[src/rtl/game_menu_ctrl_pkg.sv]
// Shared types and helpers for the game menu controller.
// Holds the FSM state encoding and the index-width rule.
package game_menu_pkg;

    typedef enum logic [2:0] {
        MENU       = 3'd0,
        LAUNCH     = 3'd1,
        WAIT_FRAME = 3'd2,
        PLAY       = 3'd3,
        EXIT_WAIT  = 3'd4
    } state_t;

    localparam int SRC_MENU = 0;

    // A single game index still needs one bit of storage.
    function automatic int clog2_min1(input int n);
        return (n <= 2) ? 1 : $clog2(n);
    endfunction

endpackage

[src/rtl/game_menu_ctrl_if.sv]
// Button/frame inputs and game/video control outputs of the menu controller.
// The master side drives buttons and timing; the slave side is the controller.
interface game_menu_ctrl_if
    import game_menu_pkg::*;
#(
    parameter int N_GAMES = 4
) ();
    localparam int IDX_W = clog2_min1(N_GAMES);

    logic               btn_up;
    logic               btn_down;
    logic               btn_select;
    logic               btn_home;
    logic [N_GAMES-1:0] game_avail;
    logic               frame_tick;
    logic [IDX_W-1:0]   cursor;
    logic [IDX_W-1:0]   active_game;
    logic               in_game;
    logic [N_GAMES-1:0] game_en;
    logic [N_GAMES-1:0] game_rst;
    logic [IDX_W:0]     src_sel;

    modport master (
        output btn_up, btn_down, btn_select, btn_home, game_avail, frame_tick,
        input  cursor, active_game, in_game, game_en, game_rst, src_sel
    );

    modport slave (
        input  btn_up, btn_down, btn_select, btn_home, game_avail, frame_tick,
        output cursor, active_game, in_game, game_en, game_rst, src_sel
    );
endinterface

[src/rtl/game_menu_ctrl_next_avail.sv]
// Circular search for the nearest available game from the current index.
// Wraps modulo N_GAMES; returns the current index when nothing else is available.
module menu_next_avail #(
    parameter int N_GAMES = 4,
    parameter int IDX_W   = 2
) (
    input  logic [IDX_W-1:0]   i_cur,
    input  logic [N_GAMES-1:0] i_avail,
    input  logic               i_dir_up,
    output logic [IDX_W-1:0]   o_next,
    output logic               o_found
);

    function automatic logic [IDX_W-1:0] step_idx(input logic [IDX_W-1:0] cur,
                                                  input int k, input logic up);
        int t;
        t = up ? (int'(cur) + N_GAMES - k) : (int'(cur) + k);
        return IDX_W'(t % N_GAMES);
    endfunction

    // Walk from the farthest distance inward so the nearest hit wins.
    always_comb begin
        o_next  = i_cur;
        o_found = 1'b0;
        for (int k = N_GAMES - 1; k >= 1; k--) begin
            if (i_avail[step_idx(i_cur, k, i_dir_up)]) begin
                o_next  = step_idx(i_cur, k, i_dir_up);
                o_found = 1'b1;
            end
        end
    end

endmodule

[src/rtl/game_menu_ctrl.sv]
// Console menu controller: cursor navigation, timed game reset on launch,
// and frame-aligned switching of the video source into and out of a game.
module game_menu_ctrl
    import game_menu_pkg::*;
#(
    parameter int N_GAMES    = 4,
    parameter int RST_CYCLES = 16
) (
    input  logic            clk_100,
    input  logic            reset,
    game_menu_ctrl_if.slave bus
);
    localparam int IDX_W = clog2_min1(N_GAMES);
    localparam int CNT_W = $clog2(RST_CYCLES + 1);

    state_t             r_state;
    logic [IDX_W-1:0]   r_cursor;
    logic [IDX_W-1:0]   r_active;
    logic [CNT_W-1:0]   r_rst_cnt;
    logic               r_up_q, r_down_q, r_sel_q, r_home_q;
    logic               r_in_game;
    logic [N_GAMES-1:0] r_game_en;
    logic [N_GAMES-1:0] r_game_rst;
    logic [IDX_W:0]     r_src_sel;

    logic               w_press_up, w_press_down, w_press_sel, w_press_home;
    logic               w_nav;
    logic               w_found;
    logic [IDX_W-1:0]   w_next_idx;
    logic [N_GAMES-1:0] w_active_oh;

    assign w_press_up   = bus.btn_up     & ~r_up_q;
    assign w_press_down = bus.btn_down   & ~r_down_q;
    assign w_press_sel  = bus.btn_select & ~r_sel_q;
    assign w_press_home = bus.btn_home   & ~r_home_q;
    // Simultaneous up and down cancel each other.
    assign w_nav        = w_press_up ^ w_press_down;
    assign w_active_oh  = N_GAMES'(1) << r_active;

    menu_next_avail #(
        .N_GAMES (N_GAMES),
        .IDX_W   (IDX_W)
    ) u_next_avail (
        .i_cur    (r_cursor),
        .i_avail  (bus.game_avail),
        .i_dir_up (w_press_up),
        .o_next   (w_next_idx),
        .o_found  (w_found)
    );

    // Outputs are updated on the transitions that change them, so every
    // output is a register aligned with r_state.
    always_ff @(posedge clk_100) begin
        if (reset) begin
            r_state    <= MENU;
            r_cursor   <= '0;
            r_active   <= '0;
            r_rst_cnt  <= '0;
            r_up_q     <= 1'b0;
            r_down_q   <= 1'b0;
            r_sel_q    <= 1'b0;
            r_home_q   <= 1'b0;
            r_in_game  <= 1'b0;
            r_game_en  <= '0;
            r_game_rst <= '1;
            r_src_sel  <= (IDX_W+1)'(SRC_MENU);
        end else begin
            r_up_q   <= bus.btn_up;
            r_down_q <= bus.btn_down;
            r_sel_q  <= bus.btn_select;
            r_home_q <= bus.btn_home;
            case (r_state)
                MENU: begin
                    if (w_press_sel && bus.game_avail[r_cursor]) begin
                        r_active  <= r_cursor;
                        r_rst_cnt <= CNT_W'(RST_CYCLES - 1);
                        r_state   <= LAUNCH;
                    end else if (w_nav && w_found) begin
                        r_cursor <= w_next_idx;
                    end
                end
                LAUNCH: begin
                    if (w_press_home) begin
                        r_state <= EXIT_WAIT;
                    end else if (r_rst_cnt == '0) begin
                        r_game_rst <= ~w_active_oh;
                        r_state    <= WAIT_FRAME;
                    end else begin
                        r_rst_cnt <= r_rst_cnt - CNT_W'(1);
                    end
                end
                WAIT_FRAME: begin
                    if (w_press_home) begin
                        r_game_rst <= '1;
                        r_state    <= EXIT_WAIT;
                    end else if (bus.frame_tick) begin
                        r_game_en <= w_active_oh;
                        r_in_game <= 1'b1;
                        r_src_sel <= (IDX_W+1)'(r_active) + (IDX_W+1)'(1);
                        r_state   <= PLAY;
                    end
                end
                PLAY: begin
                    // Video keeps showing the game until the exit frame boundary.
                    if (w_press_home) begin
                        r_game_en  <= '0;
                        r_in_game  <= 1'b0;
                        r_game_rst <= '1;
                        r_state    <= EXIT_WAIT;
                    end
                end
                EXIT_WAIT: begin
                    if (bus.frame_tick) begin
                        r_src_sel <= (IDX_W+1)'(SRC_MENU);
                        r_state   <= MENU;
                    end
                end
                default: r_state <= MENU;
            endcase
        end
    end

    assign bus.cursor      = r_cursor;
    assign bus.active_game = r_active;
    assign bus.in_game     = r_in_game;
    assign bus.game_en     = r_game_en;
    assign bus.game_rst    = r_game_rst;
    assign bus.src_sel     = r_src_sel;

endmodule
[src/flat_wrapper.sv]
// flat-port wrapper written by rule: the top's interface ports become plain ports
module game_menu_ctrl_flat import game_menu_pkg::*;
#(
    parameter int N_GAMES    = 4,
    parameter int RST_CYCLES = 16
)
  (clk_100, reset, bus_btn_up, bus_btn_down, bus_btn_select, bus_btn_home, bus_game_avail, bus_frame_tick, bus_cursor, bus_active_game, bus_in_game, bus_game_en, bus_game_rst, bus_src_sel);
  game_menu_ctrl_if #(.N_GAMES(N_GAMES)) bus_i ();
  input  logic clk_100;
  input  logic reset;
  input wire logic [$bits(bus_i.btn_up)-1:0] bus_btn_up;
  input wire logic [$bits(bus_i.btn_down)-1:0] bus_btn_down;
  input wire logic [$bits(bus_i.btn_select)-1:0] bus_btn_select;
  input wire logic [$bits(bus_i.btn_home)-1:0] bus_btn_home;
  input wire logic [$bits(bus_i.game_avail)-1:0] bus_game_avail;
  input wire logic [$bits(bus_i.frame_tick)-1:0] bus_frame_tick;
  output wire logic [$bits(bus_i.cursor)-1:0] bus_cursor;
  output wire logic [$bits(bus_i.active_game)-1:0] bus_active_game;
  output wire logic [$bits(bus_i.in_game)-1:0] bus_in_game;
  output wire logic [$bits(bus_i.game_en)-1:0] bus_game_en;
  output wire logic [$bits(bus_i.game_rst)-1:0] bus_game_rst;
  output wire logic [$bits(bus_i.src_sel)-1:0] bus_src_sel;
  assign bus_i.btn_up = bus_btn_up;
  assign bus_i.btn_down = bus_btn_down;
  assign bus_i.btn_select = bus_btn_select;
  assign bus_i.btn_home = bus_btn_home;
  assign bus_i.game_avail = bus_game_avail;
  assign bus_i.frame_tick = bus_frame_tick;
  assign bus_cursor = bus_i.cursor;
  assign bus_active_game = bus_i.active_game;
  assign bus_in_game = bus_i.in_game;
  assign bus_game_en = bus_i.game_en;
  assign bus_game_rst = bus_i.game_rst;
  assign bus_src_sel = bus_i.src_sel;
  game_menu_ctrl #(.N_GAMES(N_GAMES), .RST_CYCLES(RST_CYCLES)) u_core (.clk_100(clk_100), .reset(reset), .bus(bus_i));
endmodule
[config.mk]
export PLATFORM = sky130hd
export DESIGN_NAME = game_menu_ctrl_flat
export DESIGN_NICKNAME = d
export VERILOG_FILES = /design/src/rtl/game_menu_ctrl_pkg.sv /design/src/rtl/game_menu_ctrl_if.sv /design/src/rtl/game_menu_ctrl_next_avail.sv /design/src/rtl/game_menu_ctrl.sv /design/src/flat_wrapper.sv
export SDC_FILE = /design/constraint.sdc
export NUM_CORES = 1
export LEC_CHECK = 0
export CORE_ASPECT_RATIO = 1.5
export CORE_MARGIN = 5
export CORE_UTILIZATION = 40
export DETAILED_ROUTE_END_ITERATION = 12
export PLACE_DENSITY = 0.7
export SYNTH_ARGS = -nofsm -noshare
export SYNTH_HDL_FRONTEND = slang
export SYNTH_SLANG_ARGS = --single-unit
[constraint.sdc]
create_clock -name clk_100 -period 3.75 [get_ports clk_100]
set_input_delay 0.375 -clock clk_100 [delete_from_list [all_inputs] [get_ports clk_100]]
set_output_delay 0.375 -clock clk_100 [all_outputs]
set_load 0.005 [all_outputs]
=== Yosys cells after proc, flatten, opt, wreduce, memory -nomap -nowiden ===
Cells that the tools add are included.

* Add/sub/neg operators: 9
* Magnitude comparators: 4
* Equal/unequal tests: 15
* Shift operators: 1
* Multiplexer cells: 44
* Bitwise gates (word level): 11
* Reductions and logical operators: 17

{| class="wikitable"
|+ Operators by type and width
! kind !! count
|-
| 3-bit 2-to-1 mux || 9
|-
| 4-bit 2-to-1 mux || 6
|-
| 4-bit AND reduction || 5
|-
| 4-bit one-hot mux with 2 select lines || 2
|-
| 5-bit 2-to-1 mux || 3
|-
| 3-bit one-hot mux with 5 select lines || 1
|-
| 2-bit by 3-bit < comparator with 1-bit output (second input constant) || 4
|-
| 2-bit 2-to-1 mux || 6
|-
| 1-bit 2-to-1 mux || 10
|-
| 2-bit != test (second input constant) || 5
|-
| 5-bit one-hot mux with 2 select lines || 1
|-
| 1-bit binary-select mux with 2-bit select || 4
|-
| 2-bit by 1-bit != test with 1-bit output (second input constant) || 4
|-
| 2-bit nonzero test || 4
|-
| 3-bit by 2-bit equality test with 1-bit output (second input constant) || 2
|-
| 3-bit one-hot mux with 2 select lines || 1
|-
| 5-bit logical NOT || 1
|-
| 1-bit NOT || 5
|-
| 5-bit AND reduction || 1
|-
| 5-bit by 1-bit subtractor with 5-bit output (second input constant) || 1
|-
| 2-bit by 1-bit adder with 2-bit output (second input constant) || 2
|-
| 2-bit adder (second input constant) || 2
|-
| 1-bit AND || 4
|-
| 4-bit NOT || 1
|-
| 15 further kinds || 17
|}

* Register bits after elaboration: 28
* Bits of input ports: 11
* Output and inout port bits: 16
* Logic and storage cells: 113

=== Depth between registers and ports, before layout ===
* Depth in word-level cells: 10
* Depth in mapped cells: 7
* Gate-level depth less buffers: 7

=== Hierarchy ===
From an unflattened synthesis, not the netlist that was laid out.

* Cells, all modules: 183
* Area, all modules: 1630.3 um^2

{| class="wikitable"
|+ By module, submodules not included
! module !! instances !! cells an instance !! area each (um^2) !! sequential area each (um^2)
|-
| game_menu_ctrl || 1 || 147 || 1372.6 || 560.5
|-
| menu_next_avail || 1 || 36 || 257.7 || 0.0
|}

=== Worst setup path before layout ===
Ideal clock, no wire load.

* Kind: register to register
* From: register u_core.r_cursor[0] (netlist: u_core.bus.cursor[0])
* To: register u_core.r_cursor[0] (netlist: u_core.bus.cursor[0])
* Setup time: 0.123 ns
* Arrival time: 1.782 ns
* Data required time: 3.627 ns
* Setup slack: 1.845 ns
* Cell stages (with the launch flop): 6
* Buffers on the path: 0
* Period minus slack after synthesis: 1.905 ns
* Path through: dfxtp_1 -> mux4_2 -> a21boi_2 -> o2111a_1 -> a21boi_2 -> mux2_1

* Word-level cells in the longest chain between the ends: 10
* Elaborated cells between the ends (all ways): 29
* Classes of those cells: add/sub (7); mux (17); bitwise (1); reduce/logical (4)

{| class="wikitable"
|+ RTL lines
! item !! line !! RTL
|-
| start: declaration || game_menu_ctrl.sv:17 || <nowiki>logic [IDX_W-1:0] r_cursor;</nowiki>
|-
| start signal: assignment || game_menu_ctrl.sv:79 || <nowiki>r_cursor <= w_next_idx;</nowiki>
|-
| 2-bit by 1-bit adder with 2-bit output || game_menu_ctrl_next_avail.sv:17 || <nowiki>t = up ? (int'(cur) + N_GAMES - k) : (int'(cur) + k);</nowiki>
|-
| 2-bit subtractor || game_menu_ctrl_next_avail.sv:17 ||
|-
| 2-bit 2-to-1 mux || game_menu_ctrl_next_avail.sv:17 ||
|-
| 1-bit binary-select mux with 2-bit select || game_menu_ctrl_next_avail.sv:26 || <nowiki>if (i_avail[step_idx(i_cur, k, i_dir_up)]) begin</nowiki>
|-
| 1-bit 2-to-1 mux (not written as such) || game_menu_ctrl_next_avail.sv:26 ||
|-
| 1-bit 2-to-1 mux (3 in a row) || game_menu_ctrl_next_avail.sv:26 ||
|-
| 1-bit logical AND || game_menu_ctrl.sv:78 || <nowiki>end else if (w_nav && w_found) begin</nowiki>
|-
| 4-bit AND reduction (no line) || -- ||
|}

Parallel ways exist; a longest one is shown, timed or not. The select of a mux whose other input is x is not followed.
A chain may end at the register's enable or synchronous reset.

=== Final worst setup path ===
Ends and elaborated chain as after synthesis.

==> results.json <==
{
  "finalClockSkew_ps": 6.21,
  "io_buffers": 26,
  "io_pins": 27,
  "power_density_mw_per_mm2": 481,
  "htree_levels": 1,
  "start_kind": "register",
  "hp-class": "register to register",
  "slew_violations": 0,
  "nNetsFinal": 219,
  "synth_area_leaders": "dfxtp_1, nor2b_1, nand2_1, nor2_1, a21oi_1",
  "power.internal_uw": 571,
  "drtAntennaViolNets": 0,
  "tightest_slew_ps": 1020,
  "clock-sinks": 28,
  "period_share_pct": 61.5,
  "grt_pass1_wl_mm": 5.36,
  "fp.dieH_um": 85.0,
  "nFillCells": 376,
  "synth_most_common_cell": "dfxtp_1",
  "synth_top_area_share_pct": 37.4,
  "core_area_mm2": 0.00365,
  "diodes": 0,
  "multi_input_area_um2": 868,
  "grt_pass1_vias": 1234,
  "dp.cells": 241,
  "synth_top_cells_by_count": "dfxtp_1, nand2_1, nor2_1",
  "clkPwrFrac_pct": 18.4,
  "clockBufferDepth": 2,
  "gp_congestion": 0.865,
  "drtPass1Iterations": 4,
  "max-slew-margin-rel_pct": 32.1,
  "antenna_found_initial": 0,
  "post_cts_resized": 0,
  "setup_violations": 0,
  "drt-total-wl_mm": 3.11,
  "grt_max_degree": 30,
  "synthCells": 181,
  "setup_tns_ps": 0,
  "power_frac_seq_pct": 46.0,
  "synth.avg_cell_area_um2": 8.29,
  "combPwrFrac_pct": 35.6,
  "root_buffer": "clkbuf_8",
  "hpwl_mm": 2.37,
  "vias": 1325,
  "cts_tree": "yes",
  "yosysSeqAreaShare_pct": 37.4,
  "synthesis.nets": 197,
  "clkSlewWorstSetupHoldPaths_ps": 90,
  "swShare_pct": 34.6,
  "clkLatencyLatePin_ps": 270,
  "start_util_pct": 41.1,
  "critPathArrivalTime_ps": 2480,
  "placed_area_mm2": 0.00178,
  "regArea_um2": 561,
  "status": "complete, no violations",
  "hold_slack_ps": 469,
  "yosysTopAreaCell": "dfxtp_1",
  "criticalPathCategory": "register to register",
  "finalHoldViolations": 0,
  "leakagePower_uw": 0.000621,
  "synth_cell_types": 41,
  "grt_overflow_total": 0,
  "syn_to_final_growth_pct": 21.2,
  "row_count": 27,
  "endpoint_kind": "register",
  "die-area_mm2": 0.00510,
  "required_ps": 3920,
  "drc": 0,
  "synth_area_mm2": 0.00150,
  "synth_warnings": 0,
  "drtIter0Drc": 31,
  "via_per_inst": 5.43,
  "fin_area_mm2": 0.00182,
  "cts-buffers-inserted": 3,
  "drive_gt1_share_pct": 4.48,
  "instances_no_fill": 244,
  "p_sw_uw": 302,
  "synth-edff-count": 0,
  "peakVddDrop_v": 0.000243,
  "fmax_ghz": 0.434,
  "ctsHoldBuffers": 0,
  "die_x_um": 60.0,
  "rsz0062_at_grt": "false",
  "maxCapViolations": 0,
  "gr-usage-all-layers_pct": 13.2,
  "period_needed_ps": 2310,
  "wl_per_cell_um": 12.7,
  "async_reset_ff_share_pct": 0,
  "path_max_fanout": 16,
  "synth_seq_cells": 28,
  "cts_setup_buffers": 0,
  "ys.flop_type": "dfxtp_1"
}
[cell families (layout without fill, tap and decap cells)]
| kind of cell | Yosys count | count (layout) | synth area share, % |
|---|---|---|---|
| AO/OA/AOI/OAI | 44 | 44 | 20.7 |
| buffers and inverters | 18 | 38 | 4.75 |
| multiplexers | 4 | 4 | 3.75 |
| adder cells (fa/ha/maj) | 5 | 5 | 4.17 |
| XOR/XNOR | 4 | 4 | 2.34 |
| AND/OR/NAND/NOR | 78 | 78 | 26.9 |
| flip-flops | 28 | 28 | 37.4 |
[final timing paths]
kind	cells after the start	endpoint	from	slack (ps)
max	5	u_core.bus.cursor[0]	u_core.bus.cursor[0]	1440
min	2	u_core.bus.game_en[3]	u_core.bus.game_en[3]	470
max reg2reg	5	u_core.bus.cursor[0]	u_core.bus.cursor[0]	1440
min reg2reg	2	u_core.bus.game_en[3]	u_core.bus.game_en[3]	470
[layout by cell type, fill, tap and decap left out, types with 2 or more instances in the layout]
master	count
clkdlybuf4s50_1	26
a21boi_2	2
nand3b_1	3
nand3_1	3
o211ai_1	2
nand2_1	19
nand2b_1	4
nor2_1	18
a22oi_1	5
a221oi_1	2
inv_1	9
xnor2_1	2
xor2_1	2
a211oi_1	3
o21ai_0	4
mux2_2	2
clkbuf_8	3
nor2b_1	14
ha_1	5
or3_1	5
dfxtp_1	28
a21o_1	4
nor3_1	6
a21oi_1	13
[per-layer routing]
| layer | track usage (%) | part of all wire, % |
|---|---|---|
| met3 | 1.52 | 3.1 |
| met2 | 23.2 | 51 |
| met4 | 6.65 | 3.4 |
| met5 | 0 | 0 |
| met1 | 15.1 | 42 |
[stage by stage]
stage | util [%] | worst slack (ps) | power [uW]
after floorplan | - | 1850 | 633
after global placement | 48.7 | 1300 | 722
after detailed placement | 48.7 | 1270 | 722
after CTS | 49.8 | 1470 | 885
after global routing | 49.8 | 1290 | 943
final | 49.8 | 1440 | 874
[flip-flops by register name (all words and copies together), names as in the netlist]
register,count
u_core.bus.game_rst,4
u_core.r_up_q,1
u_core.r_down_q,1
u_core.bus.src_sel,3
u_core.r_sel_q,1
u_core.r_state,3
u_core.r_rst_cnt,5
u_core.bus.in_game,1
u_core.bus.cursor,2
u_core.r_home_q,1
u_core.bus.active_game,2
u_core.bus.game_en,4
[power groups by stage]
stage          Clock (uW)  Combinational, uW  Sequential [uW]
6_report              160                311              402
5_1_grt               173                358              412
4_1_cts               168                315              401
3_5_place_dp            0                313              408
3_3_place_gp            0                314              408
2_1_floorplan           0                261              372
[area by class of cell]
class / instances / share of cell area (%)
clock buffer: 3 / 2.27
inverter: 9 / 1.86
multi-input combinational: 135 / 47.8
sequential: 28 / 30.8
tap: 43 / 2.96
timing repair buffer: 26 / 14.3
[critical path, cell delays in order, from the launching register on]
cell	delay, ps
dfxtp_1	680
mux4_2	610
a21boi_2	160
o2111a_1	240
a21boi_2	170
mux2_1	320
Power figures use the tool's default switching activity.
